`src/rtl/fetch_decode_if.sv`:
```
// Opcode enumeration shared by the fetch/decode stage and its ALU, plus the stage's bus bundle.
// master = the fetch_decode stage itself; slave = the surrounding CPU/ROM/ALU.
package fetch_decode_pkg;
    typedef enum logic [3:0] {
        ADD_A_IMM = 4'h0,
        MOV_A_B   = 4'h1,
        IN_A      = 4'h2,
        MOV_A_IMM = 4'h3,
        MOV_B_A   = 4'h4,
        ADD_B_IMM = 4'h5,
        IN_B      = 4'h6,
        MOV_B_IMM = 4'h7,
        INVALID   = 4'h8,
        OUT_B     = 4'h9,
        OUT_IMM   = 4'hB,
        JNC_IMM   = 4'hE,
        JMP_IMM   = 4'hF
    } OPECODE;
endpackage

interface fetch_decode_if;
    import fetch_decode_pkg::*;

    logic        run;
    logic        step;
    logic        halt;
    logic [3:0]  pc;
    logic [3:0]  rom_addr;
    logic        rom_en;
    logic [7:0]  rom_data;
    OPECODE      opecode;
    logic [3:0]  imm;
    logic        issue;
    logic        busy;
    logic [15:0] retired;

    modport master (
        input  run, step, halt, pc, rom_data,
        output rom_addr, rom_en, opecode, imm, issue, busy, retired
    );

    modport slave (
        output run, step, halt, pc, rom_data,
        input  rom_addr, rom_en, opecode, imm, issue, busy, retired
    );
endinterface

```
`src/rtl/fetch_decode.sv`:
```
// TD4 fetch/decode: one instruction per 5-state pass (IDLE, FETCH, LATCH, ISSUE, COMMIT).
// Issue follows the accepted request by 3 cycles; halt holds requests in IDLE without losing them.
module fetch_decode
    import fetch_decode_pkg::*;
#(
    parameter int unsigned TICK_DIV = 8
) (
    input  logic           clk,
    input  logic           rst,
    fetch_decode_if.master bus
);

    localparam int unsigned   CW        = $clog2(TICK_DIV);
    localparam logic [CW-1:0] TICK_LAST = CW'(TICK_DIV - 1);

    localparam logic [2:0] S_IDLE   = 3'd0;
    localparam logic [2:0] S_FETCH  = 3'd1;
    localparam logic [2:0] S_LATCH  = 3'd2;
    localparam logic [2:0] S_ISSUE  = 3'd3;
    localparam logic [2:0] S_COMMIT = 3'd4;

    logic [2:0]    state;
    logic [2:0]    state_nxt;
    logic [CW-1:0] tick_cnt;
    logic          tick;
    logic          step_q;
    logic          run_q;
    logic          mode_q;
    logic          mode_eff;
    logic          run_chg;
    logic          req;
    logic          pending;
    logic          fire;
    logic [7:0]    ir;
    logic [3:0]    rom_addr_q;
    logic          rom_en_q;
    logic [15:0]   retired_q;

    function automatic OPECODE decode(input logic [3:0] op);
        case (op)
            4'h0:    decode = ADD_A_IMM;
            4'h1:    decode = MOV_A_B;
            4'h2:    decode = IN_A;
            4'h3:    decode = MOV_A_IMM;
            4'h4:    decode = MOV_B_A;
            4'h5:    decode = ADD_B_IMM;
            4'h6:    decode = IN_B;
            4'h7:    decode = MOV_B_IMM;
            4'h9:    decode = OUT_B;
            4'hB:    decode = OUT_IMM;
            4'hE:    decode = JNC_IMM;
            4'hF:    decode = JMP_IMM;
            default: decode = INVALID;
        endcase
    endfunction

    assign tick     = (tick_cnt == TICK_LAST);
    assign run_chg  = (bus.run != run_q);
    // The mode is only re-read in IDLE; while busy, requests follow the mode the instruction started in.
    assign mode_eff = (state == S_IDLE) ? bus.run : mode_q;
    assign req      = mode_eff ? tick : (bus.step & ~step_q);
    assign fire     = (state == S_IDLE) && pending && !bus.halt && !run_chg;

    always_comb begin
        state_nxt = state;
        case (state)
            S_IDLE:   if (fire) state_nxt = S_FETCH;
            S_FETCH:  state_nxt = S_LATCH;
            S_LATCH:  state_nxt = S_ISSUE;
            S_ISSUE:  state_nxt = S_COMMIT;
            default:  state_nxt = S_IDLE;
        endcase
    end

    always_ff @(posedge clk or posedge rst) begin
        if (rst) begin
            state      <= S_IDLE;
            tick_cnt   <= '0;
            step_q     <= 1'b0;
            run_q      <= 1'b0;
            mode_q     <= 1'b0;
            pending    <= 1'b0;
            ir         <= 8'h00;
            rom_addr_q <= 4'h0;
            rom_en_q   <= 1'b0;
            retired_q  <= 16'h0000;
        end else begin
            state    <= state_nxt;
            tick_cnt <= tick ? '0 : tick_cnt + CW'(1);
            step_q   <= bus.step;
            run_q    <= bus.run;
            if (state == S_IDLE)
                mode_q <= bus.run;

            // A request arriving while one is already pending is dropped.
            if (run_chg || fire)
                pending <= 1'b0;
            else if (req)
                pending <= 1'b1;

            rom_en_q <= fire;
            if (fire)
                rom_addr_q <= bus.pc;
            if (state == S_LATCH)
                ir <= bus.rom_data;
            if (state == S_ISSUE)
                retired_q <= retired_q + 16'd1;
        end
    end

    assign bus.rom_addr = rom_addr_q;
    assign bus.rom_en   = rom_en_q;
    assign bus.issue    = (state == S_ISSUE);
    assign bus.busy     = (state != S_IDLE);
    assign bus.opecode  = (state == S_ISSUE) ? decode(ir[7:4]) : INVALID;
    assign bus.imm      = (state == S_ISSUE) ? ir[3:0] : 4'h0;
    assign bus.retired  = retired_q;

endmodule
```
`src/flat_wrapper.sv`:
```
// flat-port wrapper written by rule: the top's interface ports become plain ports
module fetch_decode_flat import fetch_decode_pkg::*;
#(
    parameter int unsigned TICK_DIV = 8
)
  (clk, rst, bus_run, bus_step, bus_halt, bus_pc, bus_rom_data, bus_rom_addr, bus_rom_en, bus_opecode, bus_imm, bus_issue, bus_busy, bus_retired);
  fetch_decode_if bus_i ();
  input  logic clk;
  input  logic rst;
  input wire logic [$bits(bus_i.run)-1:0] bus_run;
  input wire logic [$bits(bus_i.step)-1:0] bus_step;
  input wire logic [$bits(bus_i.halt)-1:0] bus_halt;
  input wire logic [$bits(bus_i.pc)-1:0] bus_pc;
  input wire logic [$bits(bus_i.rom_data)-1:0] bus_rom_data;
  output wire logic [$bits(bus_i.rom_addr)-1:0] bus_rom_addr;
  output wire logic [$bits(bus_i.rom_en)-1:0] bus_rom_en;
  output wire logic [$bits(bus_i.opecode)-1:0] bus_opecode;
  output wire logic [$bits(bus_i.imm)-1:0] bus_imm;
  output wire logic [$bits(bus_i.issue)-1:0] bus_issue;
  output wire logic [$bits(bus_i.busy)-1:0] bus_busy;
  output wire logic [$bits(bus_i.retired)-1:0] bus_retired;
  assign bus_i.run = bus_run;
  assign bus_i.step = bus_step;
  assign bus_i.halt = bus_halt;
  assign bus_i.pc = bus_pc;
  assign bus_i.rom_data = bus_rom_data;
  assign bus_rom_addr = bus_i.rom_addr;
  assign bus_rom_en = bus_i.rom_en;
  assign bus_opecode = bus_i.opecode;
  assign bus_imm = bus_i.imm;
  assign bus_issue = bus_i.issue;
  assign bus_busy = bus_i.busy;
  assign bus_retired = bus_i.retired;
  fetch_decode #(.TICK_DIV(TICK_DIV)) u_core (.clk(clk), .rst(rst), .bus(bus_i));
endmodule
```
`config.mk`:
```
export PLATFORM = sky130hd
export DESIGN_NAME = fetch_decode_flat
export DESIGN_NICKNAME = d
export VERILOG_FILES = /design/src/rtl/fetch_decode_if.sv /design/src/rtl/fetch_decode.sv /design/src/flat_wrapper.sv
export SDC_FILE = /design/constraint.sdc
export NUM_CORES = 1
export LEC_CHECK = 0
export BUFFER_PORTS_ARGS = -buffer_cell sky130_fd_sc_hd__clkbuf_2
export CELL_PAD_IN_SITES_DETAIL_PLACEMENT = 0
export CELL_PAD_IN_SITES_GLOBAL_PLACEMENT = 1
export CORE_MARGIN = 4
export CORE_UTILIZATION = 25
export CTS_CLUSTER_SIZE = 12
export DETAILED_ROUTE_END_ITERATION = 7
export HOLD_SLACK_MARGIN = 0.06
export PLACE_DENSITY = 0.62
export SYNTH_ARGS = -nofsm -noshare
export SYNTH_HDL_FRONTEND = slang
export SYNTH_SLANG_ARGS = --single-unit
```
`constraint.sdc`:
```
create_clock -name clk -period 2 [get_ports clk]
set_clock_uncertainty 0.05 [all_clocks]
set_input_delay 0.6 -clock clk [delete_from_list [all_inputs] [get_ports clk]]
set_output_delay 0.6 -clock clk [all_outputs]
set_load 0.02 [all_outputs]
```
# Word-level counts from Yosys, hierarchy flattened
# Memories as Yosys holds them, arrays and structs flattened.
# Cells that the tools add are included.
dict set report classes {
  shift 0
  n_eq_ne 6
  mul 0
  n_lt_le_gt_ge 0
  bitwise 2
  n_addsub 2
  muxes 9
  n_div 0
  reduce_logical 9
}
# operator n
set op_table {}
lappend op_table {{16-bit by 1-bit adder with 16-bit output, second input constant} 1}
lappend op_table {{3-bit one-hot mux with 4 select lines} 1}
lappend op_table {{4-bit two-way mux} 2}
lappend op_table {{3-bit by 2-bit equality test with 1-bit output, second input constant} 2}
lappend op_table {{3-bit two-way mux} 2}
lappend op_table {{1-bit two-way mux} 4}
lappend op_table {{3-bit by 1-bit adder with 3-bit output, second input constant} 1}
lappend op_table {{3-bit by 1-bit equality test with 1-bit output, second input constant} 1}
lappend op_table {{3-bit equality test, second input constant} 1}
lappend op_table {{1-bit logical AND} 3}
lappend op_table {{3-bit zero test} 1}
lappend op_table {{3-bit nonzero test} 1}
lappend op_table {{1-bit zero test} 2}
lappend op_table {{2-bit by 1-bit != test with 1-bit output, second input constant} 1}
lappend op_table {{2-bit nonzero test} 1}
lappend op_table {{1-bit AND} 1}
lappend op_table {{1-bit logical OR} 1}
lappend op_table {{1-bit != test} 1}
lappend op_table {{1-bit NOT} 1}
dict set report word_totals {
  memories 1
  word_cells 39
  latch_bits 0
  mem_bits_rw 0
  mem_bits_ro 64
  register_bits 39
  output_inout_bits 31
}
# name depth word_bits read_ports rd_clocked_by_memory_dff wr line
set mem_list {}
lappend mem_list {{(no name shown)} 16 4 1 0 0 fetch_decode.sv:40} ;# case (op)

# Depth between registers and ports, before layout
dict set report depth {
  depth_word 6
  ltp_mapped 6
  depth_no_buf 5
}

# Worst setup path before layout
# OpenSTA, ideal clock, no wires.
dict set report synth_timing {
  path_kind {register -> output}
  startpoint {register u_core.state[2]}
  endpoint {output bus_opecode[1]}
  required_time_ps 1350
  setup_slack_ps 139
  path_stages_with_launch 5
  arrival_time_ps 1211
  path_cell_list {dfrtp_1 and3b_1 buf_2 buf_2 o311a_1}
}
dict set report synth_via {
  elab_chain_len 2
}
# item line
set synth_lines {}
lappend synth_lines {{from (decl)} fetch_decode.sv:22} ;# logic [2:0] state;
lappend synth_lines {{from (signal assigned)} fetch_decode.sv:88} ;# state <= state_nxt;
lappend synth_lines {{3-bit by 2-bit equality test with 1-bit output} fetch_decode.sv:115} ;# assign bus.opecode = (state == S_ISSUE) ? decode(ir[7:4]) : INVALID;
lappend synth_lines {{4-bit two-way mux} fetch_decode.sv:115}
lappend synth_lines {{to (decl)} flat_wrapper.sv:17} ;# output wire logic [$bits(bus_i.opecode)-1:0] bus_opecode;
# No other way between the ends.

# Worst setup path after layout
dict set report layout_timing {
  startpoint {register u_core.state[2]}
  endpoint {output bus_opecode[2]}
}
# Same word-level chain as after synthesis.

==> run metrics <==
status=complete, but fails checks; failing checks=setup timing; Net Sw Frac=36.0%; power density over the cells=1250 nW/um^2; clock power share=20.1%; unrepaired setup endpoints after global routing=yes; Crit Path Category=reg -> out; routed len/inst=12.9 um; Static Leak=0.00107 uW; clk root buf=clkbuf_8; post-synthesis net count=145; fin area=2170 um^2; top cells by area, synth=dfrtp_1 (60%), xnor2_1 (8.0%), mux2_2 (7.6%); Warnings, synthesis=0; Crit path arrival time=1.39 ns; Worst-Margin Slew=0.500 ns; Bufs on Longest Clock Path=2; vias in the first global route=1162; Rows=29; Worst slew margin=66.7%; HPWL Detailed=2280 um; Power Internal=1730 uW; routed wire length=3390 um; Sequential Power Share=44.5%; Final Max Slew Viols=0; fin crit share=102%; chip height=88.8 um; Worst-Skew Late Latency=0.29 ns; Yosys cell types=26; Synth Instances=125; Max-Cap Viols=0; sequential share of the synthesized area=59.8%; via count=1148; Num CTS Buffers=5; DRT antenna net count=0; r2r worst-path depth=7; min-delay worst type=in -> async; # nets final=204; share of the synthesized area in the top cell type=59.8%; Post-Place Cell Area=1970 um^2; cell taking the most area after synthesis=dfrtp_1; Tmin final=2.04 ns; H-tree depth=2; Reg area=980 um^2; Initial Utilization=25.7%; post-synthesis register bit count=39; # diodes=0; drt initial violations=20; layout cells sized above 1=44.9%; Die X-Extent=88.8 um; global route total overflow=0; global-route wire length before repair=5660 um; CTS Sinks=39; final hold violation count=0; startpoint class of the critical path=flop; Synth-to-Final Area Change=33.0%; mapped cell area=1630 um^2; most common cell after layout, fill and taps aside=clkbuf_2; # IOs=48; Fillers=644; gpl congestion=0.700; detailed-route DRC error count=0; DR pass1 iterations=4; aggregate global-route resource usage=9.36%; Power Total=2710 uW; synthesized area per cell=13.1 um^2; highest clock rate=489 MHz; Die ar.=7890 um^2; setup ws final=-0.0443 ns; commonest cells after routing, fill and taps aside=clkbuf_2 (39), dfrtp_1 (36), xnor2_1 (15), mux2_2 (11), clkbuf_8 (10); CP endpoint kind=primary output; hold buffer count at cts=0; CTS tree=done; worst-path maximum fanout=7; drt via density=4.38; multi-input logic area=639 um^2; core area=6350 um^2; initial antenna violation count=0; largest net degree at the start of global routing=40; # setup viols final=5; PortBufs=47; Reg clk slew, reported paths=0.08 ns; Peak supply drop=581 uV; Psw=975 uW; Comb power frac=35.5%; WP data required=1.35 ns
==> logic make-up after synthesis <==
| logic type | synth area share [%] |
|---|---|
| mux | 8.51 |
| simple gates | 14.9 |
| flops | 59.8 |
| fa+ha+maj | 2.30 |
| compound gates | 2.91 |
| xor+xnor | 9.12 |
| buf+inv | 2.45 |
==> state kept, by name, summed over array words and instances, names as in the netlist <==
name / cells
u_core.step_q: 1
u_core.run_q: 1
u_core.bus.rom_en: 1
u_core.bus.rom_addr: 4
u_core.ir: 8
u_core.bus.retired: 16
u_core.pending: 1
u_core.mode_q: 1
u_core.tick_cnt: 3
u_core.state: 3
==> critical path, stage by stage, from the launching register on <==
cell and delay (ns):
dfrtp_2 0.47, and3b_2 0.30, and3_1 0.18, clkbuf_8 0.15
==> per-stage QoR <==
| stage | util (%) | TNS (ns) | instances | setup WS [ns] | hold slack [ns] |
|---|---|---|---|---|---|
| 2_1_floorplan | - | 0 | 125 | 0.139 | 0.353 |
| 3_3_place_gp | 31.0 | 0 | 249 | 0.174 | 0.372 |
| 3_5_place_dp | 31.0 | 0 | 249 | 0.164 | 0.375 |
| 4_1_cts | 33.4 | -0.162 | 259 | -0.0415 | 0.360 |
| 5_1_grt | 34.2 | -0.499 | 262 | -0.109 | 0.369 |
| 6_report | 34.2 | -0.132 | 262 | -0.0443 | 0.347 |
==> cell type report <==
cell class / count / area share (%)
flip-flops and latches: 39 / 45.1
multi-input cells: 78 / 29.5
repair buffers: 54 / 15.9
well taps: 77 / 4.44
clock buffers: 5 / 3.17
inverters: 6 / 1.04
clock inverters: 3 / 0.922
==> final timing paths <==
kind                                                      endpoint                    startpoint  slack [ns]
worst min register to register        u_core.tick_cnt[0]$_DFF_PP0_  u_core.tick_cnt[0]$_DFF_PP0_        0.40
max in group asynchronous              u_core.state[0]$_DFFE_PP0P_                           rst        1.18
worst max register to register  u_core.bus.retired[11]$_DFFE_PP0P_   u_core.state[2]$_DFFE_PP0P_        0.13
min in group clk                           u_core.step_q$_DFF_PP0_                      bus_step        0.37
worst min-delay path             u_core.bus.retired[8]$_DFFE_PP0P_                           rst        0.35
worst max-delay path                                bus_opecode[2]   u_core.state[2]$_DFFE_PP0P_       -0.04
==> cell usage after synthesis <==
library cell   n
xnor2_1       15
and3b_1        2
nor3b_1        1
a211oi_1       1
nand3_1        4
mux2_2        11
o211a_1        1
o21ai_0        2
nor2_1         2
nor3_2         2
nand2b_1       1
inv_1          6
and3_1         2
mux2_4         1
nand4_1        5
nand3b_1       1
nand2_1        7
nand4b_1       1
xor2_1         2
ha_1           3
o311a_1        2
and4_1         4
and2_1         7
buf_4          1
dfrtp_1       39
buf_2          2
==> power groups by stage <==
stage	registers, uW	clock network [uW]	logic, uW
detailed placement	1190	0	865
global placement	1200	0	856
CTS	1190	568	917
finish	1200	544	961
global route	1240	606	1060
floorplan	1260	0	508
==> metal layers <==
layer / GRT usage [%] / wire [um] / up-vias
met5: 0 / 0 / -
met4: 3.71 / 40 / 0
met3: 4.47 / 314 / 7
met2: 13.4 / 1410 / 49
met1: 12.2 / 1620 / 542
li1: - / - / 550
==> what timing repair did <==
action,CTS,global route
resized for setup,14,11
endpoints found under the setup margin,9,8
cloned,1,0
pin swaps,2,3
buffers inserted,1,3
hold endpoints to repair,0,0
Power figures use the tool's default switching activity.
